### config.mk
export PLATFORM = sky130hd
export DESIGN_NAME = toast_lsu
export DESIGN_NICKNAME = d
export VERILOG_FILES = /design/src/rtl/toast_def_pkg.sv /design/src/rtl/toast_lsu_align.sv /design/src/rtl/toast_lsu.sv
export SDC_FILE = /design/constraint.sdc
export NUM_CORES = 1
export LEC_CHECK = 0
export ABC_AREA = 0
export BUFFER_PORTS_ARGS = -buffer_cell sky130_fd_sc_hd__buf_4
export CAP_MARGIN = 10
export CORE_AREA = 2 2 186 142
export CTS_CLUSTER_DIAMETER = 30
export DETAILED_ROUTE_END_ITERATION = 8
export DIE_AREA = 0 0 188 144
export GPL_TIMING_DRIVEN = 0
export SYNTH_ARGS = -nofsm -noshare
export SYNTH_HDL_FRONTEND = slang
export SYNTH_SLANG_ARGS = --single-unit
### constraint.sdc
create_clock -name clk_i -period 4.08 [get_ports clk_i]
set_input_delay 0.816 -clock clk_i [delete_from_list [all_inputs] [get_ports clk_i]]
set_output_delay 0.816 -clock clk_i [all_outputs]
set_load 0.02 [all_outputs]
### src/rtl/toast_def_pkg.sv
// Shared definitions for the toast pipeline: memory op codes, LSU state
// encoding and per-op helper functions.
package toast_def_pkg;

    typedef enum logic [2:0] {
        LSU_IDLE = 3'd0,
        LSU_REQ0 = 3'd1,
        LSU_RSP0 = 3'd2,
        LSU_REQ1 = 3'd3,
        LSU_RSP1 = 3'd4
    } lsu_state_t;

    localparam logic [3:0] MEM_NONE = 4'd0;
    localparam logic [3:0] MEM_LB   = 4'd1;
    localparam logic [3:0] MEM_LH   = 4'd2;
    localparam logic [3:0] MEM_LW   = 4'd3;
    localparam logic [3:0] MEM_LBU  = 4'd4;
    localparam logic [3:0] MEM_LHU  = 4'd5;
    localparam logic [3:0] MEM_SB   = 4'd6;
    localparam logic [3:0] MEM_SH   = 4'd7;
    localparam logic [3:0] MEM_SW   = 4'd8;
    localparam logic [3:0] MEM_LD   = 4'd9;
    localparam logic [3:0] MEM_SD   = 4'd10;
    localparam logic [3:0] MEM_LW_U = 4'd11;

    // Access size in bytes; 0 for MEM_NONE and unassigned codes.
    function automatic logic [3:0] mem_size(input logic [3:0] op);
        case (op)
            MEM_LB, MEM_LBU, MEM_SB:   mem_size = 4'd1;
            MEM_LH, MEM_LHU, MEM_SH:   mem_size = 4'd2;
            MEM_LW, MEM_LW_U, MEM_SW:  mem_size = 4'd4;
            MEM_LD, MEM_SD:            mem_size = 4'd8;
            default:                   mem_size = 4'd0;
        endcase
    endfunction

    function automatic logic mem_is_store(input logic [3:0] op);
        mem_is_store = (op == MEM_SB) || (op == MEM_SH) || (op == MEM_SW) || (op == MEM_SD);
    endfunction

    function automatic logic mem_is_signed(input logic [3:0] op);
        mem_is_signed = (op == MEM_LB) || (op == MEM_LH) || (op == MEM_LW);
    endfunction

endpackage

### src/rtl/toast_lsu_align.sv
// Lane alignment for the LSU: store data/byte-enable shifting across two
// beats and load data merge with sign/zero extension. Purely combinational.
module toast_lsu_align
    import toast_def_pkg::*;
#(
    parameter int DATA_W = 32,
    parameter int BE_W   = DATA_W / 8,
    parameter int OFF_W  = $clog2(BE_W)
) (
    input  logic [3:0]        op,
    input  logic [OFF_W-1:0]  off,
    input  logic [DATA_W-1:0] wdata,
    input  logic [DATA_W-1:0] rdata_lo,
    input  logic [DATA_W-1:0] rdata_hi,
    output logic [BE_W-1:0]   be0,
    output logic [BE_W-1:0]   be1,
    output logic [DATA_W-1:0] wdata0,
    output logic [DATA_W-1:0] wdata1,
    output logic [DATA_W-1:0] ld_data
);

    localparam int BE2_W = 2 * BE_W;

    logic [2*DATA_W-1:0]      wide;
    logic [BE2_W-1:0]         smask;
    logic [BE2_W-1:0]         be2;
    logic [DATA_W-1:0]        merged;
    logic signed [DATA_W-1:0] tmp;
    logic signed [DATA_W-1:0] sx;
    logic [DATA_W-1:0]        zx;
    int                       sh;
    int                       esh;

    // Store path: shift data and size mask into a double-width window, split in halves.
    always_comb begin
        wide   = {{DATA_W{1'b0}}, wdata} << {off, 3'b000};
        smask  = BE2_W'((32'd1 << mem_size(op)) - 32'd1);
        be2    = smask << off;
        be0    = be2[BE_W-1:0];
        be1    = be2[BE2_W-1:BE_W];
        wdata0 = wide[DATA_W-1:0];
        wdata1 = wide[2*DATA_W-1:DATA_W];
    end

    // Load path: {hi,lo} >> 8*off keeping the low word, then extend to op size.
    always_comb begin
        sh     = 8 * int'(off);
        merged = (rdata_lo >> sh) | ((sh == 0) ? '0 : (rdata_hi << (DATA_W - sh)));
        esh    = (8 * int'(mem_size(op)) >= DATA_W) ? 0 : DATA_W - 8 * int'(mem_size(op));
        tmp    = merged << esh;
        sx     = tmp >>> esh;
        zx     = (merged << esh) >> esh;
        ld_data = mem_is_signed(op) ? sx : zx;
    end

endmodule

### src/rtl/toast_lsu.sv
// Load/store unit between EX and WB. One op outstanding; lane-crossing
// accesses go out as two aligned beats (or trap when splitting is disabled).
//
//  state    | meaning
//  ---------+--------------------------------------------------------
//  LSU_IDLE | ready for EX; no-bus ops complete straight from here
//  LSU_REQ0 | first beat requested, waiting for gnt
//  LSU_RSP0 | first beat granted, waiting for rvalid
//  LSU_REQ1 | second beat of a split access requested
//  LSU_RSP1 | second beat granted, waiting for rvalid
module toast_lsu
    import toast_def_pkg::*;
#(
    parameter int ADDR_W        = 32,
    parameter int DATA_W        = 32,
    parameter int SPLIT_MISALGN = 1
) (
    input  logic                clk_i,
    input  logic                rst_i,
    input  logic                ex_valid_i,
    output logic                ex_ready_o,
    input  logic [3:0]          ex_mem_op_i,
    input  logic [ADDR_W-1:0]   ex_addr_i,
    input  logic [DATA_W-1:0]   ex_wdata_i,
    input  logic [4:0]          ex_rd_addr_i,
    input  logic                ex_rd_wr_en_i,
    input  logic                ex_exception_i,
    output logic                dmem_req_o,
    input  logic                dmem_gnt_i,
    output logic                dmem_we_o,
    output logic [ADDR_W-1:0]   dmem_addr_o,
    output logic [DATA_W/8-1:0] dmem_be_o,
    output logic [DATA_W-1:0]   dmem_wdata_o,
    input  logic                dmem_rvalid_i,
    input  logic [DATA_W-1:0]   dmem_rdata_i,
    input  logic                dmem_err_i,
    output logic                lsu_valid_o,
    output logic [DATA_W-1:0]   lsu_rdata_o,
    output logic                lsu_memtoreg_o,
    output logic [4:0]          lsu_rd_addr_o,
    output logic                lsu_rd_wr_en_o,
    output logic                lsu_exception_o
);

    localparam int BE_W  = DATA_W / 8;
    localparam int OFF_W = $clog2(BE_W);

    lsu_state_t        state, state_nxt;
    logic [3:0]        op_q;
    logic [ADDR_W-1:0] addr_q;
    logic [DATA_W-1:0] wdata_q;
    logic [DATA_W-1:0] rdata0_q;
    logic [4:0]        rd_q;
    logic              wren_q;

    logic [3:0]        ex_size;
    logic              ex_mis, ex_ill, ex_exc_now, ex_bus, accept;
    logic              done, cap_lo, split;
    logic [BE_W-1:0]   be0, be1;
    logic [DATA_W-1:0] wdata0, wdata1, ld_lo, ld_hi, ld_data;

    // Classify the incoming op: 64-bit ops on a 32-bit bus and unknown codes are illegal.
    always_comb begin
        ex_size    = mem_size(ex_mem_op_i);
        ex_mis     = (int'(ex_addr_i[OFF_W-1:0]) + int'(ex_size)) > BE_W;
        ex_ill     = (ex_mem_op_i != MEM_NONE) && ((ex_size == 4'd0) || (int'(ex_size) > BE_W));
        ex_exc_now = ex_exception_i || ex_ill ||
                     ((ex_mem_op_i != MEM_NONE) && ex_mis && (SPLIT_MISALGN == 0));
        ex_bus     = (ex_mem_op_i != MEM_NONE) && !ex_exc_now;
        accept     = ex_valid_i && ex_ready_o;
    end

    toast_lsu_align #(.DATA_W(DATA_W)) u_align (
        .op       (op_q),
        .off      (addr_q[OFF_W-1:0]),
        .wdata    (wdata_q),
        .rdata_lo (ld_lo),
        .rdata_hi (ld_hi),
        .be0      (be0),
        .be1      (be1),
        .wdata0   (wdata0),
        .wdata1   (wdata1),
        .ld_data  (ld_data)
    );

    // State register.
    always_ff @(posedge clk_i) begin
        if (rst_i) state <= LSU_IDLE;
        else       state <= state_nxt;
    end

    // Next-state logic and beat sequencing.
    always_comb begin
        state_nxt = state;
        done      = 1'b0;
        cap_lo    = 1'b0;
        case (state)
            LSU_IDLE: if (accept && ex_bus) state_nxt = LSU_REQ0;
            LSU_REQ0: if (dmem_gnt_i) state_nxt = LSU_RSP0;
            LSU_RSP0: begin
                if (dmem_rvalid_i) begin
                    if (dmem_err_i || !split) begin
                        done      = 1'b1;
                        state_nxt = LSU_IDLE;
                    end else begin
                        cap_lo    = 1'b1;
                        state_nxt = LSU_REQ1;
                    end
                end
            end
            LSU_REQ1: if (dmem_gnt_i) state_nxt = LSU_RSP1;
            LSU_RSP1: begin
                if (dmem_rvalid_i) begin
                    done      = 1'b1;
                    state_nxt = LSU_IDLE;
                end
            end
            default:  state_nxt = LSU_IDLE;
        endcase
    end

    // Bus outputs derive only from registered state, so they hold while req waits for gnt.
    always_comb begin
        split        = |be1;
        ex_ready_o   = (state == LSU_IDLE);
        dmem_req_o   = (state == LSU_REQ0) || (state == LSU_REQ1);
        dmem_we_o    = mem_is_store(op_q);
        dmem_addr_o  = {addr_q[ADDR_W-1:OFF_W], {OFF_W{1'b0}}} +
                       ((state == LSU_REQ1) ? ADDR_W'(BE_W) : '0);
        dmem_be_o    = (state == LSU_REQ1) ? be1 : be0;
        dmem_wdata_o = (state == LSU_REQ1) ? wdata1 : wdata0;
        ld_lo        = (state == LSU_RSP1) ? rdata0_q : dmem_rdata_i;
        ld_hi        = (state == LSU_RSP1) ? dmem_rdata_i : '0;
    end

    // Op capture and result registers; lsu_valid_o is a single-cycle pulse.
    always_ff @(posedge clk_i) begin
        if (rst_i) begin
            op_q            <= MEM_NONE;
            addr_q          <= '0;
            wdata_q         <= '0;
            rdata0_q        <= '0;
            rd_q            <= '0;
            wren_q          <= 1'b0;
            lsu_valid_o     <= 1'b0;
            lsu_rdata_o     <= '0;
            lsu_memtoreg_o  <= 1'b0;
            lsu_rd_addr_o   <= '0;
            lsu_rd_wr_en_o  <= 1'b0;
            lsu_exception_o <= 1'b0;
        end else begin
            lsu_valid_o <= 1'b0;
            if (accept) begin
                op_q    <= ex_mem_op_i;
                addr_q  <= ex_addr_i;
                wdata_q <= ex_wdata_i;
                rd_q    <= ex_rd_addr_i;
                wren_q  <= ex_rd_wr_en_i;
                if (!ex_bus) begin
                    lsu_valid_o     <= 1'b1;
                    lsu_rdata_o     <= DATA_W'(ex_addr_i);
                    lsu_memtoreg_o  <= 1'b0;
                    lsu_rd_addr_o   <= ex_rd_addr_i;
                    lsu_rd_wr_en_o  <= ex_rd_wr_en_i && !ex_exc_now;
                    lsu_exception_o <= ex_exc_now;
                end
            end
            if (cap_lo) rdata0_q <= dmem_rdata_i;
            if (done) begin
                lsu_valid_o     <= 1'b1;
                lsu_rdata_o     <= mem_is_store(op_q) ? DATA_W'(addr_q) : ld_data;
                lsu_memtoreg_o  <= !mem_is_store(op_q) && !dmem_err_i;
                lsu_rd_addr_o   <= rd_q;
                lsu_rd_wr_en_o  <= wren_q && !dmem_err_i;
                lsu_exception_o <= dmem_err_i;
            end
        end
    end

endmodule

==> reports/qor.yml <==
worst_setup_path:
  timing.critical_path.mode_cell: "buf_2"
  path_max_fanout: 10
  critPathMaxStageDelay_ns: 0.56
  cp_slowest_cell: "o21ai_0"
  crit_required_ns: 4.43
  crit_chain: "clkinv_2 > clkbuf_2 > buf_2 > ha_1 > or4b_1 > buf_2 > o22ai_1 > a222oi_1 > o21ai_0 > a221oi_1 > a311oi_1"
  critical_path_class: "register to register"
  cp-start-kind: "register"
  end_kind: "register"
  cp.arrival_ns: 4.34
final_layout:
  antenna_cells: 0
  num-nets-final: 1687
  drive_above_1_share: 0.250
  layout.cells.most_common_list: "309 x nand2_1, 239 x buf_4, 150 x a21oi_1, 150 x dfxtp_1, 93 x nor2_1"
  layout_commonest_cell: "nand2_1"
  fillCellCount: 2534
  syn_to_final_growth_pct: 30.0
global_route:
  grt_max_degree: 20
  grt_pass1_vias: 10500
  antenna_found_initial: 0
  grt_first_pass_wirelength_mm: 63.2
  grtUsageTotal: 0.307
  grt_overflow: 0
clocking:
  clkTransAtPathRegs_ns: 0.07
  clock_sinks: 154
  cts_hold_buf: 0
  cts_tree: "built"
  cts_buffers: 17
  clk_latency_ns: 0.45
  htreeDepth: 4
  cts_root_buf: "clkbuf_16"
  clockBufferDepth: 2
yosys:
  synth_cells: 1307
  synth_cell_types: 80
  yosysWarnings: 0
  synth_edf_count: 0
  netlist_area_um2: 9980
  syn_area_per_cell_um2: 7.64
  synth-main-ff-cell: "dfxtp_1"
  yosysSeqAreaShare: 0.309
  synthArstFlopShare: 0
  ys_ff_latch: 154
floorplan:
  die-area_um2: 27100
  ioPinCount: 225
  num_rows: 51
  start_util: 0.392
  die_y_um: 144
  die_w_um: 188
  core_um2: 25500
timing:
  hold_viol: 0
  max-slew-margin-rel: 0.0883
  tightest_slew_ns: 1.36
  final-setup-viol-count: 0
  slew_violations: 0
  fin_crit_ns: 3.99
  max_clock_freq_mhz: 251
  setup-tns-final_ns: 0
  worst_slack_ns: 0.0880
  skew_ns: 0.0120
  min_period_over_period: 0.978
  hold_ws_ns: 0.459
place:
  hpwl_mm: 32.4
  io_buffer_count: 222
  place.gp.congestion: 0.974
  place_ws_ns: -0.955
detailed_routing:
  finalWirelength_mm: 42.4
  via_count: 11200
  dr.pass1.iters: 7
  detail-route-antenna-nets: 0
  top_layer: "met4"
  route.met3.wl_mm: 4.30
  met1_length_mm: 19.3
  first_iter_violations: 1393
  drc: 0
  met2_length_mm: 17.5
  vias_per_cell: 5.87
  wire_per_inst_um: 22.2
min_path:
  hold_path.class: "register to register"
pwr:
  powerDensity_nw_per_um2: 380
  cellLeakagePower_uw: 0.00532
  ir_drop_v: 0.000343
outcome:
  status: "complete, no violations"
run:
  drv_cap: 0
-- cell usage after synthesis, drive strengths merged (13+ instances only) --
master	instances	area, um^2
a211oi	16	120
a21oi	151	759
a221oi	18	158
a311oi	26	228
and3	25	156
buf	30	194
clkbuf	67	251
dfxtp	154	3080
ha	17	213
inv	17	63.8
mux2	28	319
mux2i	82	821
nand2	311	1170
nand3	16	80.1
nor2	100	380
nor3	13	81.3
o21ai	41	231
xnor2	22	193
-- sequential cells by signal, summed over array words and instances (netlist names), named ones only --
name	flops
addr_q	32
lsu_rdata_o	32
rdata0_q	32
wdata_q	32
lsu_rd_addr_o	5
rd_q	5
op_q	4
state	3
lsu_exception_o	1
lsu_memtoreg_o	1
lsu_rd_wr_en_o	1
lsu_valid_o	1
wren_q	1
-- cells by family after synthesis --
kind of cell    Yosys count  synth area share
xor+xnor                 32            0.0281
compound gates          347             0.235
other cells               1          0.000376
flops                   154             0.309
buf+inv                 116            0.0518
fa+ha+maj                17            0.0213
mux                     114             0.123
simple gates            526             0.232
-- final cells by class --
| type | count | area (um^2) | area share |
|---|---|---|---|
| timing repair buffer | 235 | 1790 | 0.138 |
| buffer | 92 | 460 | 0.0355 |
| multi-input combinational | 1038 | 6540 | 0.504 |
| clock inverter | 10 | 118 | 0.00907 |
| tap | 344 | 430 | 0.0332 |
| inverter | 19 | 81.3 | 0.00627 |
| clock buffer | 21 | 460 | 0.0355 |
| sequential | 154 | 3090 | 0.238 |
-- metrics by stage --
| stage | power (uW) | cell area (um^2) | instances | util |
|---|---|---|---|---|
| after detailed placement | 3220 | 12100 | 1874 | 0.475 |
| after global routing | 5100 | 13000 | 1913 | 0.510 |
| after global placement | 3220 | 12100 | 1874 | 0.475 |
| after CTS | 4870 | 12800 | 1906 | 0.504 |
| after floorplan | 2600 | 9990 | 1308 | - |
| final | 4920 | 13000 | 1913 | 0.510 |
-- layer usage --
| layer | up-vias | track usage |
|---|---|---|
| li1 | 5194 | - |
| met2 | 646 | 0.451 |
| met1 | 5313 | 0.433 |
| met3 | 82 | 0.0767 |
| met5 | - | 0 |
| met4 | 0 | 0.114 |
-- what timing repair did --
action / CTS / global route
endpoints found under the setup margin: 130 / 46
resized for setup: 52 / 25
pin swaps: 4 / 3
buffers inserted: 5 / 8
-- where the power goes --
| part | internal, uW | total, uW | switching, uW | leakage [uW] |
|---|---|---|---|---|
| clock | 932 | 1640 | 706 | 0.000272 |
| sequential | 1590 | 1690 | 98.0 | 0.00126 |
| combinational | 602 | 1590 | 992 | 0.00379 |
-- final timing paths --
check	slack [ns]	cells after the start	to	from
min	0.46	2	rd_q[0]	rd_q[0]
max reg2reg	0.09	11	lsu_rdata_o[2]	addr_q[0]
min reg2reg	0.46	2	rd_q[0]	rd_q[0]
max	0.09	11	lsu_rdata_o[2]	addr_q[0]
-- critical path, delay by kind of cell (launching register included) --
family | cells | cell delay [ns]
AO/OA/AOI/OAI | 5 | 1.66
adder cells (fa/ha/maj) | 1 | 0.29
flip-flops | 1 | 0.46
AND/OR/NAND/NOR | 1 | 0.49
buffers and inverters | 4 | 1.00
Note: power is estimated with default switching activity, not from simulation.
